==> config.mk <==
export PLATFORM = sky130hd
export DESIGN_NAME = operand_fetch
export DESIGN_NICKNAME = d
export VERILOG_FILES = /design/src/rtl/operand_fetch_pkg.sv /design/src/rtl/operand_fetch_slot.sv /design/src/rtl/operand_fetch.sv
export SDC_FILE = /design/constraint.sdc
export NUM_CORES = 1
export LEC_CHECK = 0
export ABC_CLOCK_PERIOD_IN_PS = 2900
export CAP_MARGIN = 20
export CORE_UTILIZATION = 39
export CTS_BUF_LIST = sky130_fd_sc_hd__clkbuf_16
export CTS_CLUSTER_SIZE = 16
export DETAILED_ROUTE_END_ITERATION = 8
export SYNTH_ARGS = -nofsm -noshare
export SYNTH_HDL_FRONTEND = slang
export SYNTH_HIERARCHICAL = 1
export SYNTH_SLANG_ARGS = --single-unit
==> constraint.sdc <==
create_clock -name clk_i -period 2.9 [get_ports clk_i]
set_clock_uncertainty 0.15 [all_clocks]
set_input_delay 0.29 -clock clk_i [delete_from_list [all_inputs] [get_ports clk_i]]
set_output_delay 0.29 -clock clk_i [all_outputs]
set_load 0.005 [all_outputs]
==> src/rtl/operand_fetch_pkg.sv <==
// Shared types and constants for the operand-fetch (register-read) stage.
// Latency: n/a (package only).
// Backpressure: n/a (package only).
package operand_fetch_pkg;

    localparam int XLEN_DEF  = 64;
    localparam int REG_IDX_W = 5;

    // Architectural zero register; reads as 0 and never forwards.
    localparam logic [REG_IDX_W-1:0] X0 = '0;

    typedef enum logic [1:0] {
        IDLE = 2'd0,
        RD1  = 2'd1,
        RD2  = 2'd2,
        FULL = 2'd3
    } state_e;

endpackage

==> src/rtl/operand_fetch_slot.sv <==
// One operand slot: issue-cycle forward capture, capture priority mux, hold register, post-capture snoop.
// Latency: value registered on the capture edge; snoop updates land on the edge of the wb write.
// Backpressure: none; the parent FSM decides when to issue, capture and hold.
//
// Ports: clk_i/reset_i (sync, active-high); issue_i + issue_idx_i mark the cycle the RAM
// address is sampled; capture_i loads the operand using idx_i; held_i enables the snoop;
// rdata_i is the RAM read data; wb_* is the writeback bus; val_o is the held operand.
module operand_fetch_slot
    import operand_fetch_pkg::*;
#(
    parameter int XLEN = XLEN_DEF
) (
    input  logic                 clk_i,
    input  logic                 reset_i,
    input  logic                 issue_i,
    input  logic [REG_IDX_W-1:0] issue_idx_i,
    input  logic                 capture_i,
    input  logic                 held_i,
    input  logic [REG_IDX_W-1:0] idx_i,
    input  logic [XLEN-1:0]      rdata_i,
    input  logic                 wb_wen_i,
    input  logic [REG_IDX_W-1:0] wb_waddr_i,
    input  logic [XLEN-1:0]      wb_wdata_i,
    output logic [XLEN-1:0]      val_o
);

    logic            fwd_vld_q, fwd_vld_d;
    logic [XLEN-1:0] fwd_dat_q, fwd_dat_d;
    logic [XLEN-1:0] val_q, val_d;
    logic [XLEN-1:0] cap_val;
    logic            wb_hit;

    always_comb begin
        // A write landing in the same cycle the RAM samples the address makes
        // the RAM's read data unreliable, so remember the written value.
        fwd_vld_d = fwd_vld_q;
        fwd_dat_d = fwd_dat_q;
        if (issue_i) begin
            fwd_vld_d = wb_wen_i && (wb_waddr_i == issue_idx_i) && (issue_idx_i != X0);
            fwd_dat_d = wb_wdata_i;
        end

        wb_hit = wb_wen_i && (wb_waddr_i == idx_i) && (idx_i != X0);

        // Assigned lowest priority first so later assignments win.
        cap_val = rdata_i;
        if (fwd_vld_q) begin
            cap_val = fwd_dat_q;
        end
        if (wb_hit) begin
            cap_val = wb_wdata_i;
        end
        if (idx_i == X0) begin
            cap_val = '0;
        end

        val_d = val_q;
        if (capture_i) begin
            val_d = cap_val;
        end else if (held_i && wb_hit) begin
            val_d = wb_wdata_i;
        end
    end

    always_ff @(posedge clk_i) begin
        if (reset_i) begin
            fwd_vld_q <= 1'b0;
            fwd_dat_q <= '0;
            val_q     <= '0;
        end else begin
            fwd_vld_q <= fwd_vld_d;
            fwd_dat_q <= fwd_dat_d;
            val_q     <= val_d;
        end
    end

    assign val_o = val_q;

endmodule

==> src/rtl/operand_fetch.sv <==
// Register-read stage: sequences rs1/rs2 reads through one synchronous RAM port, forwards wb data, zeroes x0.
// Latency: accept to ex_valid_o is 2 cycles (rs1 only) or 3 cycles (rs1+rs2).
// Backpressure: holds operands in FULL while ex_ready_i=0; accepts only in IDLE or on the FULL handoff cycle.
//
// Ports: dec_* decode-side valid/ready + rs1/rs2/need_rs2/payload; rf_raddr_o/rf_rdata_i RAM
// read port (data one cycle after address); wb_* writeback bus; ex_* execute-side valid/ready
// with both operands and the payload.
module operand_fetch
    import operand_fetch_pkg::*;
#(
    parameter int XLEN      = XLEN_DEF,
    parameter int PAYLOAD_W = 32
) (
    input  logic                 clk_i,
    input  logic                 reset_i,
    input  logic                 dec_valid_i,
    output logic                 dec_ready_o,
    input  logic [REG_IDX_W-1:0] dec_rs1_i,
    input  logic [REG_IDX_W-1:0] dec_rs2_i,
    input  logic                 dec_need_rs2_i,
    input  logic [PAYLOAD_W-1:0] dec_payload_i,
    output logic [REG_IDX_W-1:0] rf_raddr_o,
    input  logic [XLEN-1:0]      rf_rdata_i,
    input  logic                 wb_wen_i,
    input  logic [REG_IDX_W-1:0] wb_waddr_i,
    input  logic [XLEN-1:0]      wb_wdata_i,
    output logic                 ex_valid_o,
    input  logic                 ex_ready_i,
    output logic [XLEN-1:0]      ex_rs1_val_o,
    output logic [XLEN-1:0]      ex_rs2_val_o,
    output logic [PAYLOAD_W-1:0] ex_payload_o
);

    state_e               state_q, state_d;
    logic [REG_IDX_W-1:0] rs1_q, rs1_d;
    logic [REG_IDX_W-1:0] rs2_q, rs2_d;
    logic                 need_rs2_q, need_rs2_d;
    logic [PAYLOAD_W-1:0] payload_q, payload_d;
    logic                 accept;
    logic [REG_IDX_W-1:0] rs2_idx;

    assign dec_ready_o = (state_q == IDLE) || ((state_q == FULL) && ex_ready_i);
    assign accept      = dec_valid_i && dec_ready_o;

    // When rs2 is unused the slot is pointed at x0, so the RD1 capture
    // yields zero and the snoop can never disturb it.
    assign rs2_idx = need_rs2_q ? rs2_q : X0;

    always_comb begin
        state_d    = state_q;
        rs1_d      = rs1_q;
        rs2_d      = rs2_q;
        need_rs2_d = need_rs2_q;
        payload_d  = payload_q;
        rf_raddr_o = '0;
        ex_valid_o = 1'b0;

        if (accept) begin
            rs1_d      = dec_rs1_i;
            rs2_d      = dec_rs2_i;
            need_rs2_d = dec_need_rs2_i;
            payload_d  = dec_payload_i;
        end

        case (state_q)
            IDLE: begin
                if (accept) begin
                    rf_raddr_o = dec_rs1_i;
                    state_d    = RD1;
                end
            end
            RD1: begin
                rf_raddr_o = rs2_q;
                state_d    = need_rs2_q ? RD2 : FULL;
            end
            RD2: begin
                rf_raddr_o = rs2_q;
                state_d    = FULL;
            end
            FULL: begin
                ex_valid_o = 1'b1;
                if (accept) begin
                    rf_raddr_o = dec_rs1_i;
                    state_d    = RD1;
                end else if (ex_ready_i) begin
                    state_d = IDLE;
                end
            end
            default: state_d = IDLE;
        endcase
    end

    always_ff @(posedge clk_i) begin
        if (reset_i) begin
            state_q    <= IDLE;
            rs1_q      <= '0;
            rs2_q      <= '0;
            need_rs2_q <= 1'b0;
            payload_q  <= '0;
        end else begin
            state_q    <= state_d;
            rs1_q      <= rs1_d;
            rs2_q      <= rs2_d;
            need_rs2_q <= need_rs2_d;
            payload_q  <= payload_d;
        end
    end

    operand_fetch_slot #(.XLEN(XLEN)) u_slot_rs1 (
        .clk_i       (clk_i),
        .reset_i     (reset_i),
        .issue_i     (accept),
        .issue_idx_i (dec_rs1_i),
        .capture_i   (state_q == RD1),
        .held_i      ((state_q == RD2) || (state_q == FULL)),
        .idx_i       (rs1_q),
        .rdata_i     (rf_rdata_i),
        .wb_wen_i    (wb_wen_i),
        .wb_waddr_i  (wb_waddr_i),
        .wb_wdata_i  (wb_wdata_i),
        .val_o       (ex_rs1_val_o)
    );

    operand_fetch_slot #(.XLEN(XLEN)) u_slot_rs2 (
        .clk_i       (clk_i),
        .reset_i     (reset_i),
        .issue_i     ((state_q == RD1) && need_rs2_q),
        .issue_idx_i (rs2_q),
        .capture_i   (((state_q == RD1) && !need_rs2_q) || (state_q == RD2)),
        .held_i      (state_q == FULL),
        .idx_i       (rs2_idx),
        .rdata_i     (rf_rdata_i),
        .wb_wen_i    (wb_wen_i),
        .wb_waddr_i  (wb_waddr_i),
        .wb_wdata_i  (wb_wdata_i),
        .val_o       (ex_rs2_val_o)
    );

    assign ex_payload_o = payload_q;

endmodule

# Word level (Yosys, flattened, before mapping)
# Index checks and enable logic that the tools add are counted.
# totals
reg_bits,303
out_inout_bits,167
word_cells,69
# op_classes
n_eq_ne,9
muxes,19
reduce_logical,30
# op_table
op,count
$mux W64,10
$eq A5 B5 Y1,4
$reduce_bool A5 Y1,4
$logic_and A1 B1 Y1,14
$logic_not A5 Y1,2
$mux W5,2
$pmux W5 S2,1
$pmux W2 S4,1
$mux W2,3
$eq A2 B2 Y1 const B,2
$reduce_bool A2 Y1,2
$reduce_or A2 Y1,2
$logic_or A1 B1 Y1,3
$ne A3 B3 Y1 const B,1
$eq A2 B1 Y1 const B,1
$logic_not A2 Y1,1
$mux W1,2
$ne A2 B2 Y1 const B,1
$reduce_and A2 Y1,1
$logic_not A1 Y1,1

# Depth between registers and ports, before layout
# Gate-level depths: netlist (run 1).
# depth
depth_word,7
ltp_mapped,9
ltp_nobuf,8

# Cells and area by module
# The synthesis (run 1) kept the hierarchy.
# by_module_without_submodules
mod,instances,cells_each,area_per_inst_um2,seq_area_each_um2
operand_fetch_slot,2,742,6981.7,2582.5
operand_fetch,1,238,1914.3,900.9

# Worst setup path after synthesis (run 1)
# OpenSTA, ideal clock, no wires.
# synth_timing
path_type,reg-to-reg
from,register state_q[0]
to,register u_slot_rs1.fwd_dat_q[28]
t_arrival_ns,2.139
required_time_ns,2.622
setup_slack_ns,0.484
stages_incl_launch_ff,9
path_buffers,3
synth_period_minus_slack_ns,2.416
path_cell_list,dfxtp_1 ha_1 a21oi_4 clkbuf_2 nor2_1 clkbuf_1 clkbuf_1 mux2i_1 nor2_1
# synth_between
elab_chain_cells,4
# synth_rtl
element,line_no,rtl
"start, declared",operand_fetch.sv:34,"state_e state_q, state_d;"
"start signal, assigned",operand_fetch.sv:101,state_q <= state_d;
$eq A2 B2 Y1,operand_fetch.sv:42,assign dec_ready_o = (state_q == IDLE) || ((state_q == FULL) && ex_ready_i);
$logic_and A1 B1 Y1,operand_fetch.sv:42,
$logic_or A1 B1 Y1 (*),operand_fetch.sv:42,
$logic_and A1 B1 Y1 (*),operand_fetch.sv:43,assign accept = dec_valid_i && dec_ready_o;
named net accept,operand_fetch.sv:39,logic accept;
"end signal, assigned",operand_fetch_slot.sv:72,fwd_dat_q <= fwd_dat_d;
"end, declared",operand_fetch_slot.sv:28,"logic [XLEN-1:0] fwd_dat_q, fwd_dat_d;"
# The timed path passes the listed nets; every way through them passes the cells marked *.
# A chain may end at the register's enable or synchronous reset.

# Final worst setup path (run 1)
# layout_timing
from,register need_rs2_q
to,register u_slot_rs2.val_q[37] (netlist: u_slot_rs2/val_o[37])
# layout_between
elab_chain_cells,7
# layout_rtl
element,line_no,rtl
"start, declared",operand_fetch.sv:37,"logic need_rs2_q, need_rs2_d;"
"start signal, assigned",operand_fetch.sv:104,need_rs2_q <= need_rs2_d;
$mux W5 (*),operand_fetch.sv:47,assign rs2_idx = need_rs2_q ? rs2_q : X0;
named net rs2_idx[0],operand_fetch.sv:40,logic [REG_IDX_W-1:0] rs2_idx;
$eq A5 B5 Y1,operand_fetch_slot.sv:43,wb_hit = wb_wen_i && (wb_waddr_i == idx_i) && (idx_i != X0);
$logic_and A1 B1 Y1 (2 in series),operand_fetch_slot.sv:43,
$mux W64,operand_fetch_slot.sv:50,if (wb_hit) begin
$mux W64,operand_fetch_slot.sv:53,if (idx_i == X0) begin
$mux W64,operand_fetch_slot.sv:58,if (capture_i) begin
"end signal, assigned",operand_fetch_slot.sv:73,val_q <= val_d;
"end, declared",operand_fetch_slot.sv:29,"logic [XLEN-1:0] val_q, val_d;"
# Marks and branches as above.

==> impl_metrics.ini, run 1 <==
[finish]
fillers = 3648
area_delta_synth_final_pct = 33.2
drive_above_1_share_pct = 12.4
final_nets = 2175

[critical_path]
start_kind = flop
path_cells = and2_1 -> or4_1 -> nor2_2 -> or4b_4 -> buf_6 -> o21bai_1 -> a221oi_2
end_kind = flop
reg2reg_depth = 7
critPathMaxStageDelay_ns = 0.54
crit_arrival_ns = 3.05
critical_path_class = flop to flop
slowest_stage = or4_1
worst_ep_required_time_ns = 3.19
crit_fanout = 38

[job]
maxCapViolCount = 0

[placed_design]
place_ws_ns = -0.0413
dpl.hpwl_mm = 34.5
numPortBuffers = 347
routabilityCongestion = 0.836

[synthesis]
synthCells = 1722
ys.flop_type = dfxtp_1
ys_warn_count = 6
yosysSeqAreaShare_pct = 38.2
ys_ff_latch = 303
synth_top_area_cell = dfxtp_1
yosys-top-cells-area = dfxtp_1 38%, mux2i_1 16%, a221oi_2 11%, o21ai_0 8.2%, o211ai_1 4.1%
synth_area_um2 = 15900
synthMuxAreaShare_pct = 16.1
synth_top_area_share_pct = 38.2
synth-simple-area-share_pct = 5.84
synth_adder_area_share_pct = 0.394
synth.distinct_cells = 38
ys_async_sr_fraction_pct = 0
synth_top_family_by_area = compound AO/OA/AOI/OAI gates
synth.avg_cell_area_um2 = 9.22
synth_edf_count = 0
synth-xor-area-share_pct = 0.993
syn_nets = 1908
synth_compound_area_share_pct = 30.2

[routing]
first_pass_iters = 5
wire_per_inst_um = 22.6
drcViolationCount = 0
finalWirelength_mm = 57.4
drt_first_iter_violations = 854
ant_nets = 0
vias = 14600
drt-vias-per-instance = 5.73

[clock_network]
cts.clk_slew.worst_paths_ns = 0.06
clockBufferDepth = 3
cts_tree = yes
cts_buffers = 36
ctsRootBufferMaster = clkbuf_16
cts_num_sinks = 303
clock_latency_ns = 0.55
h-tree-depth = 2

[timing]
finalSetupViolCount = 0
max-slew-margin-rel_pct = 32.8
rsz0062_at_grt = false
whs_ns = 0.151
fmax_mhz = 362
fin_ws_ns = 0.138
period_minus_slack_ns = 2.76
timing.final.hold_violations = 0
final_max_slew_viol_count = 0
worst_pin_slew_ns = 1.00
post-route-period-util_pct = 95.2

[hold_path]
whs_path_depth = 3
hold_path_class = input port to flop

[global_routing]
antenna_found_initial = 4
grt_max_degree = 142
grt_first_pass_wirelength_mm = 86.8
gr-total-overflow = 0
grt_pass1_vias = 14500
grt_usage_pct = 26.8

[floorplan]
core_area_um2 = 39900
die_w_um = 204
dieArea_um2 = 41500
row_count = 73
start_util_pct = 39.8
num_io_pins = 348
die_h_um = 204

[outcome]
status = complete, no violations

[power]
power.leakage_uw = 0.00684
ir_worst_vdd_uv = 566
power_density_nw_per_um2 = 903
==> cells by family after synthesis <==
family,count (synthesis)
fa+ha+maj,5
mux,256
flops,303
xor+xnor,18
simple gates,211
buf+inv,310
compound gates,619
==> final timing paths <==
kind / from / to / slack [ns]
worst max-delay path: need_rs2_q$_SDFFE_PP0N_ / u_slot_rs2/val_o[37]$_SDFFE_PP0P_ / 0.14
worst max register to register: need_rs2_q$_SDFFE_PP0N_ / u_slot_rs2/val_o[37]$_SDFFE_PP0P_ / 0.14
worst min register to register: u_slot_rs1/val_o[46]$_SDFFE_PP0P_ / u_slot_rs1/val_o[46]$_SDFFE_PP0P_ / 0.31
worst min-delay path: dec_payload_i[18] / ex_payload_o[18]$_SDFFE_PP0N_ / 0.15
==> cell usage in the layout (no fill, tap or decap), types with 4 or more instances in the layout <==
| cell | instances |
|---|---|
| and2_1 | 5 |
| buf_6 | 4 |
| dfxtp_1 | 300 |
| a21oi_1 | 48 |
| mux2i_1 | 256 |
| clkbuf_16 | 39 |
| nand3_1 | 44 |
| clkinv_1 | 12 |
| nand2_1 | 5 |
| nor2b_4 | 4 |
| inv_1 | 138 |
| xor2_1 | 6 |
| o211ai_1 | 86 |
| nor2_1 | 131 |
| o21ai_0 | 260 |
| xnor2_1 | 12 |
| buf_12 | 20 |
| a221oi_1 | 8 |
| clkdlybuf4s50_1 | 346 |
| a221oi_2 | 120 |
| buf_4 | 27 |
| nor4_1 | 4 |
| o21bai_1 | 86 |
==> what timing repair did <==
item,in CTS,in global routing
buffers inserted,0,0
hold buffers,1,0
endpoints found under the setup margin,5,39
cloned,1,1
resized for setup,2,12
endpoints found under the hold margin,9,0
==> flip-flops by register name (all words and copies together) (netlist names) <==
register              cells
ex_payload_o             32
rs2_q                     5
u_slot_rs1/val_o         64
u_slot_rs2/fwd_dat_q     64
need_rs2_q                1
u_slot_rs1/fwd_dat_q     64
state_q                   2
u_slot_rs2/val_o         64
rs1_q                     5
u_slot_rs1/fwd_vld_q      1
u_slot_rs2/fwd_vld_q      1
==> cells in the mapped netlist (2+ instances only) <==
cell type and instances:
a21oi_1 50, a221oi_1 8, a221oi_2 120, and2_1 6, buf_1 11, buf_2 25, buf_4 2, buf_6 14
clkbuf_1 119, dfxtp_1 303, ha_1 5, inv_1 135, inv_2 2, mux2i_1 256, nand2_1 7, nand3_1 44
nand4_1 2, nor2_1 133, nor2b_1 6, nor4_1 4, o2111ai_1 2, o211ai_1 86, o21ai_0 261, o21ai_1 2
o21bai_1 86, or2_2 3, or4_1 2, or4b_1 2, xnor2_1 12, xor2_1 6
==> area by class of cell <==
type,instances,area [µm²],area share (%)
antenna,2,5.00,0.0237
clock buffer,39,976,4.61
clock inverter,25,166,0.787
inverter,137,515,2.44
multi-input combinational,1111,8610,40.7
sequential,303,6070,28.7
tap,525,657,3.10
timing repair buffer,400,4150,19.6
==> layer usage <==
layer	GRT usage (%)	vias up	wire, µm
met5	0	-	13
met4	10.3	2	1700
met3	4.76	115	4120
met2	43.4	568	26400
met1	35.4	7073	25100
li1	-	6807	-
==> power by group <==
group	leakage [µW]	switching (µW)	total (µW)	internal (µW)
sequential	0.00248	715	5950	5240
combinational	0.00378	4560	8690	4130
clock	0.000572	1860	4450	2600
==> stage by stage <==
step / instance area, µm² / util, % / power (µW) / TNS (ns) / std cells
floorplan: 15900 / - / 11000 / 0 / 1722
global placement: 19900 / 50.0 / 14400 / 0 / 2473
detailed placement: 19900 / 50.0 / 14600 / -0.422 / 2473
CTS: 21100 / 52.9 / 19100 / -0.0221 / 2539
global route: 21200 / 53.0 / 20100 / 0 / 2541
finish: 21200 / 53.0 / 19100 / 0 / 2542
==> worst max-delay path: cells and delay by family, from the launching register on <==
family                 cells  cell delay [ns]
AND/OR/NAND/NOR            4             1.39
AO/OA/AOI/OAI              2             0.38
flip-flops                 1             0.37
buffers and inverters      1             0.34
Note: power is estimated with default switching activity, not from simulation.
==> run 2: changes to the inputs <==
CORE_UTILIZATION = 50   (was 39)
PLACE_DENSITY = 0.79   (was not set)
==> impl_metrics.ini, run 2 (same netlist as run 1, synthesis figures left out) <==
[outcome]
status = complete, no violations

[global_routing]
antenna_found_initial = 5
use_met3_pct = 5.38
gr-total-overflow = 0
grtUsageMet2_pct = 50.9
busiest_layer = met2
grt_first_pass_wirelength_mm = 81.6
grt_max_degree = 107
use_met1_pct = 39.7
grt_usage_pct = 31.1
grt_pass1_vias = 14700

[timing]
rsz0062_at_grt = false
timing.final.hold_violations = 0
final_max_slew_viol_count = 0
fmax_mhz = 354
post-route-period-util_pct = 97.3
period_minus_slack_ns = 2.82
worst_pin_slew_ns = 0.820
max-slew-margin-rel_pct = 45.4
finalSetupViolCount = 0

[routing]
vias = 14800
wire_per_inst_um = 21.7
drcViolationCount = 0
first_pass_iters = 5
finalWirelength_mm = 52.4
drt_first_iter_violations = 1207
ant_nets = 0
drt-vias-per-instance = 6.14

[clock_network]
clock_latency_ns = 0.51
cts_buffers = 36
clockBufferDepth = 3
cts.clk_slew.worst_paths_ns = 0.06
cts_tree = yes
cts_num_sinks = 303
ctsRootBufferMaster = clkbuf_16
h-tree-depth = 2
ctsHoldBuffers = 0

[finish]
final_cell_mix = 346 x clkdlybuf4s50_1, 301 x dfxtp_1, 261 x o21ai_0, 256 x mux2i_1, 145 x inv_1
layout.area.seq_um2 = 6070
final_core_util_pct = 67.7
final_nets = 2176
drive_above_1_share_pct = 12.2
layout_commonest_cell = clkdlybuf4s50_1
fillers = 2384
area_delta_synth_final_pct = 31.8
multi_input_area_um2 = 8570

[critical_path]
reg2reg_depth = 8
worst_ep_required_time_ns = 3.17
crit_arrival_ns = 3.10
critical_path_class = flop to flop
crit_fanout = 65
start_kind = flop
end_kind = flop

[floorplan]
start_util_pct = 51.4
die_h_um = 180
die_w_um = 180
dieArea_um2 = 32500
row_count = 64
num_io_pins = 348
core_area_um2 = 30900

[power]
power_density_nw_per_um2 = 909
p_comb_share_pct = 45.7
clockPowerShare_pct = 23.1
ir_worst_vdd_uv = 835
power.leakage_uw = 0.00685
sw_frac_of_total_pct = 36.4
sequentialPowerShare_pct = 31.2
p_int_uw = 12100
total_power_uw = 19000
switching_power_uw = 6920

[job]
maxCapViolCount = 0

[placed_design]
numPortBuffers = 347
routabilityCongestion = 0.866
dpl.hpwl_mm = 32.4

[hold_path]
whs_path_depth = 2
hold_path_class = input port to flop
-- run 2: area by class of cell --
cell class | instances | share of cell area [%]
sequential | 303 | 29.0
clock buffer | 37 | 4.42
clock inverter | 26 | 1.00
inverter | 137 | 2.46
multi-input combinational | 1109 | 41.0
tap | 396 | 2.37
timing repair buffer | 403 | 19.7
antenna | 3 | 0.0359
-- run 2: worst paths after layout --
check / startpoint / end / slack (ns)
worst max-delay path: need_rs2_q$_SDFFE_PP0N_ / u_slot_rs2/val_o[38]$_SDFFE_PP0P_ / 0.08
worst min-delay path: reset_i / u_slot_rs1/fwd_dat_q[60]$_SDFFE_PP0P_ / 0.14
worst max register to register: need_rs2_q$_SDFFE_PP0N_ / u_slot_rs2/val_o[38]$_SDFFE_PP0P_ / 0.08
worst min register to register: u_slot_rs1/val_o[6]$_SDFFE_PP0P_ / u_slot_rs1/val_o[6]$_SDFFE_PP0P_ / 0.31
-- run 2: power groups by stage --
stage,Combinational (µW),Clock [µW],Sequential (µW)
floorplan,5090,0,5860
global placement,8250,0,5970
detailed placement,8480,0,6000
CTS,8540,4430,5930
global route,9250,4610,6050
finish,8690,4390,5940
-- run 2: routing by layer --
layer  up-vias  wire length, µm
li1       6767                -
met1      7169            21800
met2       703            24800
met3       168             3760
met4         4             2080
met5         -               35
-- run 2: per-stage QoR --
step | setup TNS [ns] | hold WS (ns) | cell area, µm² | setup slack (ns) | cells
6_report | 0 | 0.143 | 20900 | 0.0771 | 2414
5_1_grt | 0 | 0.159 | 20900 | 0.00393 | 2413
4_1_cts | 0 | 0.143 | 20900 | 0.0447 | 2409
3_5_place_dp | -2.79 | 0.304 | 19700 | -0.114 | 2346
3_3_place_gp | -1.79 | 0.299 | 19700 | -0.0966 | 2345
2_1_floorplan | 0 | 0.286 | 15900 | 0.484 | 1722
-- run 2: worst max-delay path, stage by stage, from the launching register on --
cell and delay, ns:
dfxtp_1 0.43, and2_1 0.22, xnor2_1 0.10, nand2_2 0.08
buf_4 0.57, or2_2 0.24, buf_4 0.41, o211ai_1 0.18
a221oi_2 0.26
-- run 2: what timing repair did --
item | 4_1_cts | 5_1_grt
endpoints found under the setup margin | 1 | 68
pin swaps | 0 | 0
gates resized for setup | 1 | 3
buffers inserted | 0 | 2
endpoints found under the hold margin | 0 | 0
